[config.mk]
export PLATFORM = sky130hd
export DESIGN_NAME = dec_scan_flat
export DESIGN_NICKNAME = d
export VERILOG_FILES = /design/src/rtl/dec_scan_if.sv /design/src/rtl/dec_scan.sv /design/src/flat_wrapper.sv
export SDC_FILE = /design/constraint.sdc
export NUM_CORES = 1
export LEC_CHECK = 0
export ABC_AREA = 1
export CAP_MARGIN = 20
export CORE_MARGIN = 2
export CORE_UTILIZATION = 53
export DETAILED_ROUTE_END_ITERATION = 12
export HOLD_SLACK_MARGIN = 0.02
export PLACE_DENSITY = 0.82
export SLEW_MARGIN = 10
export SYNTH_ARGS = -nofsm -noshare
export SYNTH_HDL_FRONTEND = slang
export SYNTH_SLANG_ARGS = --single-unit
[constraint.sdc]
create_clock -name clk -period 2.96 [get_ports clk]
set_input_delay 0.296 -clock clk [delete_from_list [all_inputs] [get_ports clk]]
set_output_delay 0.296 -clock clk [all_outputs]
set_load 0.02 [all_outputs]
[src/rtl/dec_scan_if.sv]
// Bus bundle for dec_scan: control/address in, decoded strobe and status out.
interface dec_scan_if #(
  parameter int unsigned AW = 3
);
  logic                 en;
  logic                 mode;
  logic [AW-1:0]        a;
  logic [(1<<AW)-1:0]   d;
  logic [AW-1:0]        addr_q;
  logic                 valid;
  logic                 wrap;

  modport master (output en, mode, a, input d, addr_q, valid, wrap);
  modport slave  (input en, mode, a, output d, addr_q, valid, wrap);
endinterface

[src/rtl/dec_scan.sv]
// Registered binary-to-one-hot decoder with an auto-scan mode that steps through
// every output, holding each for DWELL cycles (display/keypad strobing).
module dec_scan #(
  parameter int unsigned AW      = 3,
  parameter int unsigned DWELL   = 4,
  parameter bit          ACT_LOW = 1'b0
) (
  input  logic        clk,
  input  logic        rst,
  dec_scan_if.slave   bus
);

  localparam int unsigned N  = 1 << AW;
  localparam int unsigned CW = (DWELL > 1) ? $clog2(DWELL) : 1;
  localparam logic [CW-1:0] LAST = CW'(DWELL - 1);
  localparam logic [N-1:0]  IDLE = {N{ACT_LOW}};

  logic [N-1:0]  d_r, d_n;
  logic [AW-1:0] addr_r, addr_n, addr_inc;
  logic [CW-1:0] cnt, cnt_n;
  logic          valid_r, valid_n;
  logic          wrap_r, wrap_n;
  logic          mode_q, mode_n;

  function automatic logic [N-1:0] decode(input logic [AW-1:0] x);
    logic [N-1:0] o;
    o    = '0;
    o[x] = 1'b1;
    return ACT_LOW ? ~o : o;
  endfunction

  assign addr_inc = addr_r + 1'b1;

  always_comb begin
    d_n     = d_r;
    addr_n  = addr_r;
    cnt_n   = cnt;
    valid_n = valid_r;
    wrap_n  = 1'b0;
    mode_n  = mode_q;
    if (!bus.en) begin
      // Paused: blank the strobe but keep address, dwell count and mode.
      d_n     = IDLE;
      valid_n = 1'b0;
    end else begin
      mode_n  = bus.mode;
      valid_n = 1'b1;
      if (!bus.mode || !mode_q) begin
        addr_n = bus.a;
        cnt_n  = '0;
        d_n    = decode(bus.a);
      end else if (cnt == LAST) begin
        cnt_n  = '0;
        addr_n = addr_inc;
        wrap_n = &addr_r;
        d_n    = decode(addr_inc);
      end else begin
        cnt_n  = cnt + 1'b1;
        d_n    = decode(addr_r);
      end
    end
  end

  always_ff @(posedge clk or posedge rst) begin
    if (rst) begin
      d_r     <= IDLE;
      addr_r  <= '0;
      cnt     <= '0;
      valid_r <= 1'b0;
      wrap_r  <= 1'b0;
      mode_q  <= 1'b0;
    end else begin
      d_r     <= d_n;
      addr_r  <= addr_n;
      cnt     <= cnt_n;
      valid_r <= valid_n;
      wrap_r  <= wrap_n;
      mode_q  <= mode_n;
    end
  end

  assign bus.d      = d_r;
  assign bus.addr_q = addr_r;
  assign bus.valid  = valid_r;
  assign bus.wrap   = wrap_r;

endmodule

[src/flat_wrapper.sv]
// flat-port wrapper written by rule: the top's interface ports become plain ports
module dec_scan_flat 
#(
  parameter int unsigned AW      = 3,
  parameter int unsigned DWELL   = 4,
  parameter bit          ACT_LOW = 1'b0
)
  (clk, rst, bus_en, bus_mode, bus_a, bus_d, bus_addr_q, bus_valid, bus_wrap);
  dec_scan_if #(.AW(AW)) bus_i ();
  input  logic clk;
  input  logic rst;
  input wire logic [$bits(bus_i.en)-1:0] bus_en;
  input wire logic [$bits(bus_i.mode)-1:0] bus_mode;
  input wire logic [$bits(bus_i.a)-1:0] bus_a;
  output wire logic [$bits(bus_i.d)-1:0] bus_d;
  output wire logic [$bits(bus_i.addr_q)-1:0] bus_addr_q;
  output wire logic [$bits(bus_i.valid)-1:0] bus_valid;
  output wire logic [$bits(bus_i.wrap)-1:0] bus_wrap;
  assign bus_i.en = bus_en;
  assign bus_i.mode = bus_mode;
  assign bus_i.a = bus_a;
  assign bus_d = bus_i.d;
  assign bus_addr_q = bus_i.addr_q;
  assign bus_valid = bus_i.valid;
  assign bus_wrap = bus_i.wrap;
  dec_scan #(.AW(AW), .DWELL(DWELL), .ACT_LOW(ACT_LOW)) u_core (.clk(clk), .rst(rst), .bus(bus_i));
endmodule
==> results of run 1 <==
report_power, final:
part | internal (µW) | leakage [µW] | switching (µW)
sequential | 235 | 0.000209 | 23.1
combinational | 66.5 | 0.000331 | 101
clock | 74.7 | 0.0000210 | 66.4
cell families after synthesis:
| family | after synthesis | synth area share |
|---|---|---|
| XOR/XNOR | 1 | 0.00940 |
| adder cells (fa/ha/maj) | 3 | 0.0403 |
| AND/OR/NAND/NOR | 65 | 0.338 |
| flip-flops | 16 | 0.430 |
| AO/OA/AOI/OAI | 17 | 0.0940 |
| buffers and inverters | 19 | 0.0886 |
per-stage QoR:
step	util	worst slack (ns)	hold slack, ns	total power (µW)
6_report	0.687	1.15	0.381	567
5_1_grt	0.687	1.08	0.431	602
4_1_cts	0.687	1.15	0.401	570
3_5_place_dp	0.666	1.21	0.487	427
3_3_place_gp	0.666	1.24	0.475	425
2_1_floorplan	-	1.39	0.210	367
cell usage after synthesis:
cell type / n
xnor2_1: 1
nor2_8: 1
nand3_1: 14
dfrtp_1: 16
nor2_4: 3
ha_1: 3
nand2_4: 1
buf_6: 1
a21oi_1: 7
nor2_1: 15
buf_4: 1
nand2_1: 28
o211ai_1: 1
nand2_2: 2
inv_1: 14
clkinv_1: 1
inv_2: 2
nand4_1: 1
o21ai_0: 9
sequential cells by signal (all words and copies together), names as in the netlist:
signal	cells
u_core.bus.d	8
u_core.bus.addr_q	3
u_core.cnt	2
u_core.bus.valid	1
u_core.bus.wrap	1
u_core.mode_q	1
routing by layer:
layer	vias to the layer above	track usage	part of all wire
met4	0	0.0514	0.010
met1	396	0.303	0.42
li1	427	-	-
met5	-	0	0
met3	2	0.0119	0.067
met2	37	0.378	0.51
worst paths after layout:
| kind | startpoint | to | slack [ns] | cells after the start |
|---|---|---|---|---|
| setup / recovery | u_core.bus.addr_q[0]$_DFFE_PP0P_ | bus_addr_q[0] | 1.15 | 1 |
| hold / removal | rst | u_core.bus.d[3]$_DFF_PP0_ | 0.38 | 2 |
| setup reg to reg | u_core.bus.addr_q[0]$_DFFE_PP0P_ | u_core.bus.d[1]$_DFF_PP0_ | 1.23 | 7 |
| hold reg to reg | u_core.mode_q$_DFFE_PP0P_ | u_core.mode_q$_DFFE_PP0P_ | 0.51 | 2 |
| max in group asynchronous | rst | u_core.cnt[0]$_DFFE_PP0P_ | 2.20 | 2 |
| min in group clk | u_core.mode_q$_DFFE_PP0P_ | u_core.mode_q$_DFFE_PP0P_ | 0.51 | 2 |
layout make-up:
class                   count  area, µm²
repair buffers             19        190
well taps                  17       21.3
flip-flops and latches     16        400
inverters                  17       63.8
fillers                   143        528
multi-input cells          86        449
clock buffers               4       36.3
==> results.md, run 1 <==
* Max-slew violations at 0
* Power Density at 488 mW/mm²
* Pin count of the biggest net entering global routing at 17
* Netlist Area Pre-Place at 932 µm²
* Non-Filler Instances at 159
* Final hold violation count at 0
* DIE HEIGHT at 45.9 µm
* CTS H-tree depth at 1
* Top Family by Delay on Critical Path: buffers and inverters
* Crit path launch type: flip-flop
* Ys Warns at 0
* Post-Synthesis Cells at 121
* Placed Cells at 155
* Synth area leader: dfrtp_1
* Critical Path RT at 2.66 ns
* Vias in the first global route at 738
* Clk slew on worst S/H paths at 0.09 ns
* IO Port Bufs at 19
* Synth area leaders: dfrtp_1 43%, nand2_1 11%, nand3_1 7.5%
* First-pass GRT wire length at 3390 µm
* Final routed DRC violation total at 0
* Total Wirelength at 2090 µm
* CTS tree: yes
* Min cycle time layout at 1.81 ns
* Die ar. at 0.00211 mm²
* Placer Congestion at 0.885
* Setup TNS at 0 ns
* Syn_nets at 131
* CP max FO at 9
* RSZ-0062 raised after global routing: false
* Share of layout cells above drive strength 1 at 0.0915
* Syn Area/Cell at 7.70 µm²
* Die W at 45.9 µm
* Via count at 862
* Clk buf depth at 2
* CTS sink count at 16
* Initial antenna violation count at 0
* Netlist cell types at 19
* Root Driver: clkbuf_4
* Post-route antenna net violation count at 0
* Core area at 0.00169 mm²
* GRT Total Usage at 0.221
* Lkg Pwr at 0.000561 µW
* Most common cell after layout, fill and taps aside: nand2_1
* Most frequent cells in the layout: 28 x nand2_1, 19 x clkdlybuf4s50_1, 16 x dfrtp_1
* Max Cap Viol at 0
* Area after DPL at 0.00112 mm²
* Hold-fix buffers, CTS at 0
* Initial Util at 0.552
* Clk_skew at 0.00155 ns
* Slew Limit Headroom at 0.602
* Routed len/inst at 13.2 µm
* Vias per cell at 5.42
* Tcrit/Tclk final at 0.612
* Max incr delay on CP at 0.68 ns
* Status: complete, no violations
* Worst-Skew Late Latency at 0.27 ns
* Crit-path cells: clkdlybuf4s50_1
* Register area share after synthesis at 0.430
* Postcts setup bufs at 0
* CP bufs+invs at 1
* Tightest Pin Transition at 0.597 ns
* Max rail drop VDD at 0.259 mV
* Synth Register Bits at 16
* Layout area overhead at 24.6%
* Final Cell Area at 0.00116 mm²
* Row cnt at 15
* CP Class: reg -> out
* Overflow after GRT at 0
* TritonCTS Buffers at 3
* DR pass1 iterations at 7
* # resized after CTS at 0
* Slowest CP cell: clkdlybuf4s50_1
* Area fraction of the dominant cell type after synthesis at 0.430
* DR iter-0 viols at 35
* Diode count at 0
* Crit path capture type: output port
* Crit path DAT at 1.52 ns
* Max Clock Freq at 552 MHz
* Final setup viols at 0
* Boundary Pins at 20
* Placed wire-length estimate at 1540 µm
* Nets at 153
* Worst Hold Class: in -> async
(Power assumes the default switching activity.)
==> run 2: changes to the inputs <==
CORE_UTILIZATION = 44   (was 53)
PLACE_DENSITY = 0.72   (was 0.82)
clock period = 1.5 ns   (was 2.96 ns; I/O delays follow)
==> results.md, run 2 (synthesized netlist as in run 1, its figures left out) <==
* Status: complete, no violations
* TritonCTS Buffers at 3
* Max FFs per register at 8
* Crit path launch type: flip-flop
* Die W at 50.0 µm
* Max incr delay on CP at 0.60 ns
* Initial Util at 0.470
* Most common cell after layout, fill and taps aside: nand2_1
* Core area at 0.00198 mm²
* Lkg Pwr at 0.000601 µW
* Crit-path cells: clkdlybuf4s50_1
* Overflow after GRT at 0
* CTS H-tree depth at 1
* Diode count at 0
* Layout area overhead at 35.2%
* RSZ-0062 raised after global routing: true
* Via count at 866
* Power Density at 909 mW/mm²
* Routed len/inst at 12.6 µm
* Max Cap Viol at 0
* Postcts setup bufs at 0
* Crit path capture type: output port
* Final hold violation count at 0
* Post-route antenna net violation count at 0
* Sequential Area at 403 µm²
* Die ar. at 0.00250 mm²
* Layout fillers at 185
* Tcrit/Tclk final at 0.944
* First-pass GRT wire length at 3750 µm
* Max Clock Freq at 706 MHz
* Clk buf depth at 2
* Clk slew on worst S/H paths at 0.11 ns
* CTS sink count at 16
* Area of the multi-input gates at 475 µm²
* CP max FO at 1
* GRT Total Usage at 0.199
* Vias per cell at 4.87
* Vias in the first global route at 829
* CP bufs+invs at 1
* Boundary Pins at 20
* Root Driver: clkbuf_4
* Share of layout cells above drive strength 1 at 0.192
* DIE HEIGHT at 50.0 µm
* Design Power at 1150 µW
* Slowest CP cell: clkdlybuf4s50_1
* Initial antenna violation count at 0
* Placer Congestion at 0.825
* Final setup viols at 0
* CTS tree: yes
* Worst Hold Class: in -> async
* Most frequent cells in the layout: 28 x nand2_1, 16 x clkdlybuf4s50_1, 14 x inv_1, 14 x nand3_1, 14 x dfrtp_1
* Tightest Pin Transition at 0.280 ns
* Critical Path RT at 1.35 ns
* Placed wire-length estimate at 1690 µm
* Clk_skew at 0.0128 ns
* Pin count of the biggest net entering global routing at 17
* Final core utilization at 0.636
* Max rail drop VDD at 0.602 mV
* Total Wirelength at 2250 µm
* CP Class: reg -> out
* Slew Limit Headroom at 0.813
* Minimum hold slack at 0.150 ns
* IO Port Bufs at 19
* DR iter-0 viols at 29
* Setup TNS at 0 ns
* Max-slew violations at 0
* Worst-Skew Late Latency at 0.30 ns
* Min cycle time layout at 1.42 ns
* DR pass1 iterations at 6
* Final routed DRC violation total at 0
* Nets at 162
* Top Family by Delay on Critical Path: buffers and inverters
* Row cnt at 16
* Crit path DAT at 1.27 ns
run 2: cell count changes in the layout (fill, tap and decap cells not counted), moves of 2 or more:
| cell | previous run | this run |
|---|---|---|
| nor2_2 | 0 | 2 |
| ha_2 | 0 | 2 |
| clkdlybuf4s50_1 | 19 | 16 |
| dlygate4sd2_1 | 0 | 2 |
| nor2_1 | 15 | 13 |
| ha_1 | 3 | 0 |
| buf_4 | 0 | 9 |
| dfrtp_2 | 0 | 2 |
| dfrtp_1 | 16 | 14 |
run 2: power by group:
part / internal (µW) / switching [µW] / leakage, µW
sequential: 466 / 24.0 / 0.000207
clock: 103 / 147 / 0.0000150
combinational: 169 / 236 / 0.000379
run 2: area by class of cell:
class	count	share of cell area
Clock buffer	4	0.0209
Inverter	17	0.0506
Multi-Input combinational cell	86	0.377
Sequential cell	16	0.320
Tap cell	27	0.0268
Timing Repair Buffer	28	0.205
run 2: layer usage:
metal	track usage	share of wire	wire [µm]	vias to the layer above
li1	-	-	-	442
met1	0.255	0.46	1030	397
met2	0.327	0.49	1110	25
met3	0.0242	0.040	91	2
met4	0.0972	0.0084	19	0
met5	0	0	0	-
run 2: path summary, 6_finish.rpt:
kind / from / end / slack, ns / cells past startpoint
max in group asynchronous: rst / u_core.bus.addr_q[0]$_DFFE_PP0P_ / 1.16 / 3
min in group clk: bus_mode / u_core.mode_q$_DFFE_PP0P_ / 0.46 / 3
max: u_core.bus.d[0]$_DFF_PP0_ / bus_d[0] / 0.08 / 1
min reg2reg: u_core.mode_q$_DFFE_PP0P_ / u_core.mode_q$_DFFE_PP0P_ / 0.50 / 2
min: rst / u_core.bus.d[0]$_DFF_PP0_ / 0.15 / 3
max reg2reg: u_core.bus.addr_q[1]$_DFFE_PP0P_ / u_core.bus.d[1]$_DFF_PP0_ / 0.09 / 7
run 2: timing repair:
action	CTS	global route
hold buffers	0	0
setup endpoints to repair	4	9
endpoints found under the hold margin	0	0
pin swaps	0	1
resized for setup	3	7
run 2: per-stage QoR:
| stage | instance area, µm² | setup slack (ns) | cells |
|---|---|---|---|
| 5_1_grt | 1260 | 0.00324 | 178 |
| 4_1_cts | 1230 | -0.0324 | 178 |
| 6_report | 1260 | 0.0842 | 178 |
| 2_1_floorplan | 935 | 0.00221 | 121 |
| 3_5_place_dp | 1210 | -0.00458 | 174 |
| 3_3_place_gp | 1210 | -0.0248 | 174 |
